===== src/rtl/regfile_port_ctrl.sv =====
// Owner of the register file write port: post-reset zeroing sweep, core/debug write
// arbitration with a starvation breaker, and a registered debug read path.
module regfile_port_ctrl #(
    parameter int unsigned AW         = 5,
    parameter int unsigned DW         = 32,
    parameter int unsigned STARVE_LIM = 4
) (
    input  logic          CLK,
    input  logic          RESETN,
    input  logic          CORE_WE,
    input  logic [AW-1:0] CORE_A3,
    input  logic [DW-1:0] CORE_WD,
    output logic          CORE_STALL,
    input  logic          DBG_VALID,
    input  logic          DBG_WRITE,
    input  logic [AW-1:0] DBG_ADDR,
    input  logic [DW-1:0] DBG_WDATA,
    output logic          DBG_READY,
    output logic          DBG_RVALID,
    output logic [DW-1:0] DBG_RDATA,
    output logic [AW-1:0] RF_A3,
    output logic [DW-1:0] RF_WD3,
    output logic          RF_WE3,
    output logic [AW-1:0] RF_RA,
    input  logic [DW-1:0] RF_RD,
    output logic          INIT_DONE
);

    typedef enum logic [0:0] {StInit, StRun} state_e;

    localparam logic [AW-1:0] LastAddr  = '1;
    localparam logic [3:0]    StarveMax = 4'(STARVE_LIM - 1);

    state_e        state_q, state_d;
    logic [AW-1:0] init_cnt_q, init_cnt_d;
    logic [3:0]    starve_q, starve_d;
    logic          stall_q, stall_d;
    logic          done_q, done_d;
    logic          rvalid_q, rvalid_d;
    logic [DW-1:0] rdata_q, rdata_d;

    logic core_own, dbg_wr_req, dbg_rd_req;

    assign core_own   = !stall_q && CORE_WE;
    assign dbg_wr_req = DBG_VALID && DBG_WRITE;
    assign dbg_rd_req = DBG_VALID && !DBG_WRITE;

    always_comb begin
        state_d    = state_q;
        init_cnt_d = init_cnt_q;
        starve_d   = starve_q;
        stall_d    = stall_q;
        done_d     = done_q;
        rvalid_d   = 1'b0;
        rdata_d    = rdata_q;
        RF_WE3     = 1'b0;
        RF_A3      = '0;
        RF_WD3     = '0;
        DBG_READY  = 1'b0;

        unique case (state_q)
            StInit: begin
                // Gate with reset so the port is quiet while reset is held.
                RF_WE3     = RESETN;
                RF_A3      = init_cnt_q;
                init_cnt_d = init_cnt_q + 1'b1;
                if (init_cnt_q == LastAddr) begin
                    state_d = StRun;
                    stall_d = 1'b0;
                    done_d  = 1'b1;
                end
            end
            StRun: begin
                stall_d = 1'b0;
                if (core_own) begin
                    RF_A3  = CORE_A3;
                    RF_WD3 = CORE_WD;
                    RF_WE3 = (CORE_A3 != '0);
                end else if (dbg_wr_req) begin
                    RF_A3     = DBG_ADDR;
                    RF_WD3    = DBG_WDATA;
                    RF_WE3    = (DBG_ADDR != '0);
                    DBG_READY = 1'b1;
                end

                if (dbg_rd_req) begin
                    DBG_READY = 1'b1;
                    rvalid_d  = 1'b1;
                    rdata_d   = (DBG_ADDR == '0) ? '0 : RF_RD;
                end

                // A blocked write that hits the limit buys one stalled cycle for debug.
                if (!DBG_VALID || (DBG_WRITE && DBG_READY)) begin
                    starve_d = '0;
                end else if (DBG_WRITE) begin
                    if (starve_q >= StarveMax) begin
                        starve_d = '0;
                        stall_d  = 1'b1;
                    end else begin
                        starve_d = starve_q + 1'b1;
                    end
                end
            end
            default: state_d = StInit;
        endcase
    end

    always_ff @(posedge CLK or negedge RESETN) begin
        if (!RESETN) begin
            state_q    <= StInit;
            init_cnt_q <= AW'(1);
            starve_q   <= '0;
            stall_q    <= 1'b1;
            done_q     <= 1'b0;
            rvalid_q   <= 1'b0;
            rdata_q    <= '0;
        end else begin
            state_q    <= state_d;
            init_cnt_q <= init_cnt_d;
            starve_q   <= starve_d;
            stall_q    <= stall_d;
            done_q     <= done_d;
            rvalid_q   <= rvalid_d;
            rdata_q    <= rdata_d;
        end
    end

    assign CORE_STALL = stall_q;
    assign INIT_DONE  = done_q;
    assign DBG_RVALID = rvalid_q;
    assign DBG_RDATA  = rdata_q;
    assign RF_RA      = DBG_ADDR;

endmodule


===== config.mk =====
export PLATFORM = sky130hd
export DESIGN_NAME = regfile_port_ctrl
export DESIGN_NICKNAME = d
export VERILOG_FILES = /design/src/rtl/regfile_port_ctrl.sv
export SDC_FILE = /design/constraint.sdc
export NUM_CORES = 1
export LEC_CHECK = 0
export BUFFER_PORTS_ARGS = -buffer_cell sky130_fd_sc_hd__buf_2
export CAP_MARGIN = 10
export CORE_MARGIN = 4
export CORE_UTILIZATION = 35
export DETAILED_ROUTE_END_ITERATION = 8
export PLACE_DENSITY = 0.76
export SKIP_CTS_REPAIR_TIMING = 1
export SLEW_MARGIN = 10
export SYNTH_ARGS = -nofsm -noshare
export SYNTH_HDL_FRONTEND = slang
export SYNTH_SLANG_ARGS = --single-unit

===== constraint.sdc =====
create_clock -name CLK -period 1.3 [get_ports CLK]
set_input_delay 0.065 -clock CLK [delete_from_list [all_inputs] [get_ports CLK]]
set_output_delay 0.065 -clock CLK [all_outputs]
set_load 0.02 [all_outputs]

==> flow_summary.yaml <==
power:
  leakagePower_uw: 0.00238
  ir_drop_v: 0.000892
  p_total_uw: 4040
  power.density_nw_per_um2: 946
timing:
  fin_crit_sh: 1.38
  rsz0062_at_grt: "yes"
  fmax_ghz: 0.558
  fin_skew_ns: 0.00211
  setup_ws_ns: -0.492
  worst_pin_slew_ns: 0.427
  hold_viol: 12
  hold_slack_ns: -0.00716
  setup-violations-final: 41
  relSlewSlack: 0.715
  tns_ns: -16.01
  layout_min_cycle_time_ns: 1.79
  maxSlewViolCount: 0
global_routing:
  grt.total_usage: 0.219
  grt_max_degree: 34
  grt_pass1_wl_um: 14400
  globalRoute.totalOverflow: 0
  antenna_found_initial: 0
  first_global_vias: 2707
drt:
  dr_total_vias: 2743
  drc: 0
  wire_per_inst_um: 17.8
  drt_iter0_markers: 121
  vias_per_cell: 5.07
  drt_first_pass_iters: 5
  drtAntennaViolNets: 0
  wl_um: 9620
layout:
  fin_area_um2: 4270
  final_core_util: 0.661
  drive_above_1_share: 0.597
  diodes: 0
  layout.nets: 577
  final_cell_mix: "154 x buf_2, 68 x nand2_1, 42 x dfrtp_1"
  area_growth_syn_to_layout_pct: 80.6
  final_common_cell: "buf_2"
yosys:
  yosysUniqueCellTypes: 35
  yosysWarnings: 0
  synth_area_um2: 2360
  yosys_register_bits: 45
  synth.top_cell.area_share: 0.455
  netlist_instances: 253
  synth_fp_nets: 367
  yosys-top-cells-area: "dfrtp_1 46%, a22o_1 12%, nand2_1 11%, nand3_1 7.0%, buf_4 2.9%"
  postSynthAreaPerCell_um2: 9.34
  seq_area_frac_synth: 0.478
  yosysTopAreaCell: "dfrtp_1"
cts:
  clk_latency_ns: 0.28
  htreeDepth: 2
  clk_root_buffer_cell: "clkbuf_8"
  clockBufferDepth: 2
  clk_pin_slew_worst_paths_ns: 0.08
  numCtsBuffers: 5
  cts.sinks: 45
  cts_tree: "done"
worst_setup_path:
  worst-setup-path-type: "register to primary output"
  arrival_ns: 1.73
  critPathLaunchType: "register"
  critical_path.max_fanout: 12
  crit_chain: "nand2b_4 -> nand2_4 -> nor2_8 -> buf_12 -> a221o_1 -> buf_6"
  cp-end-kind: "primary output"
  slowest_delay_ns: 0.55
  required_ns: 1.24
  slowest_stage: "dfstp_2"
outcome:
  violations: "negative hold slack, negative setup slack"
  status: "finished, violations left"
placed_design:
  place.gp.congestion: 0.882
  portBuffers: 189
  hpwl_um: 7390
  dp_slack_ns: -0.226
  placed_area_um2: 3790
floorplan:
  die_y_um: 90.2
  die_area_um2: 8130
  core_region_area_um2: 6460
  die_x_um: 90.2
  io_pins: 190
  rows: 29
  initial_core_util: 0.366
run:
  maxCapViolCount: 0
worst_hold_path:
  hp-class: "input port to register"
[path summary, 6_finish.rpt]
kind	start	to	slack (ns)	depth (start not counted)
min in group asynchronous	RESETN	DBG_RDATA[26]	0.34	3
hold reg to reg	INIT_DONE	INIT_DONE	0.46	1
max in group asynchronous	RESETN	DBG_RDATA[23]	0.64	3
hold / removal	RF_RD[1]	DBG_RDATA[1]	-0.007	3
setup / recovery	CORE_STALL	RF_A3[2]	-0.49	6
setup reg to reg	init_cnt_q[0]	init_cnt_q[4]	-0.14	4
[logic make-up after synthesis]
logic type / after synthesis / share of synthesized area
XOR/XNOR: 3 / 0.0111
adder cells (fa/ha/maj): 3 / 0.0159
AND/OR/NAND/NOR: 126 / 0.251
buffers and inverters: 26 / 0.0683
flip-flops: 45 / 0.478
multiplexers: 2 / 0.00953
AO/OA/AOI/OAI: 48 / 0.166
[metal layers]
metal	routed length [µm]	GRT usage
met5	0	0
met3	848	0.0684
met1	3550	0.261
met4	347	0.0651
met2	4870	0.377
[per-stage QoR]
stage | hold WS [ns] | cells
2_1_floorplan | -0.231 | 253
3_3_place_gp | 0.103 | 523
3_5_place_dp | 0.105 | 523
4_1_cts | -0.215 | 531
5_1_grt | 0.00179 | 541
6_report | -0.00716 | 541
[registers in the layout (all words and copies together), names as in the netlist]
| signal | flops |
|---|---|
| init_cnt_q | 5 |
| INIT_DONE | 1 |
| CORE_STALL | 1 |
| starve_q | 4 |
| DBG_RVALID | 1 |
| DBG_RDATA | 32 |
| state_q | 1 |
[synth_stat cells (all sizes together)]
cell	number
o41ai	2
buf	19
a21oi	5
nor2b	2
nand2	70
a22o	32
a31oi	1
dfstp	2
mux2	2
dfrtp	43
a21o	2
nand4	4
a221o	3
nor3	2
nor2	7
xnor2	3
and3	3
nand3	34
nor4	1
nand2b	1
and2	2
ha	3
inv	5
clkbuf	2
o21ai	3
[worst max-delay path, delay by kind of cell, from the launching register on]
kind	cells	cell delay [ns]
AOI/OAI and AO/OA	1	0.19
buffers and inverters	2	0.30
DFF	1	0.55
and+or+nand+nor	3	0.40
[power by group]
part / leakage [µW] / switching, µW / internal, µW
clock network: 0.0000585 / 445 / 627
logic: 0.00176 / 749 / 614
registers: 0.000558 / 71.4 / 1530
total: 0.00238 / 1270 / 2770
[final cells by class]
cell class	instances	area, µm²
clock buffers	7	86.3
clock inverters	1	30.0
fillers	500	2190
inverters	5	18.8
multi-input cells	182	1400
flip-flops and latches	45	1130
well taps	77	96.3
repair buffers	224	1510
(Power assumes the default switching activity.)
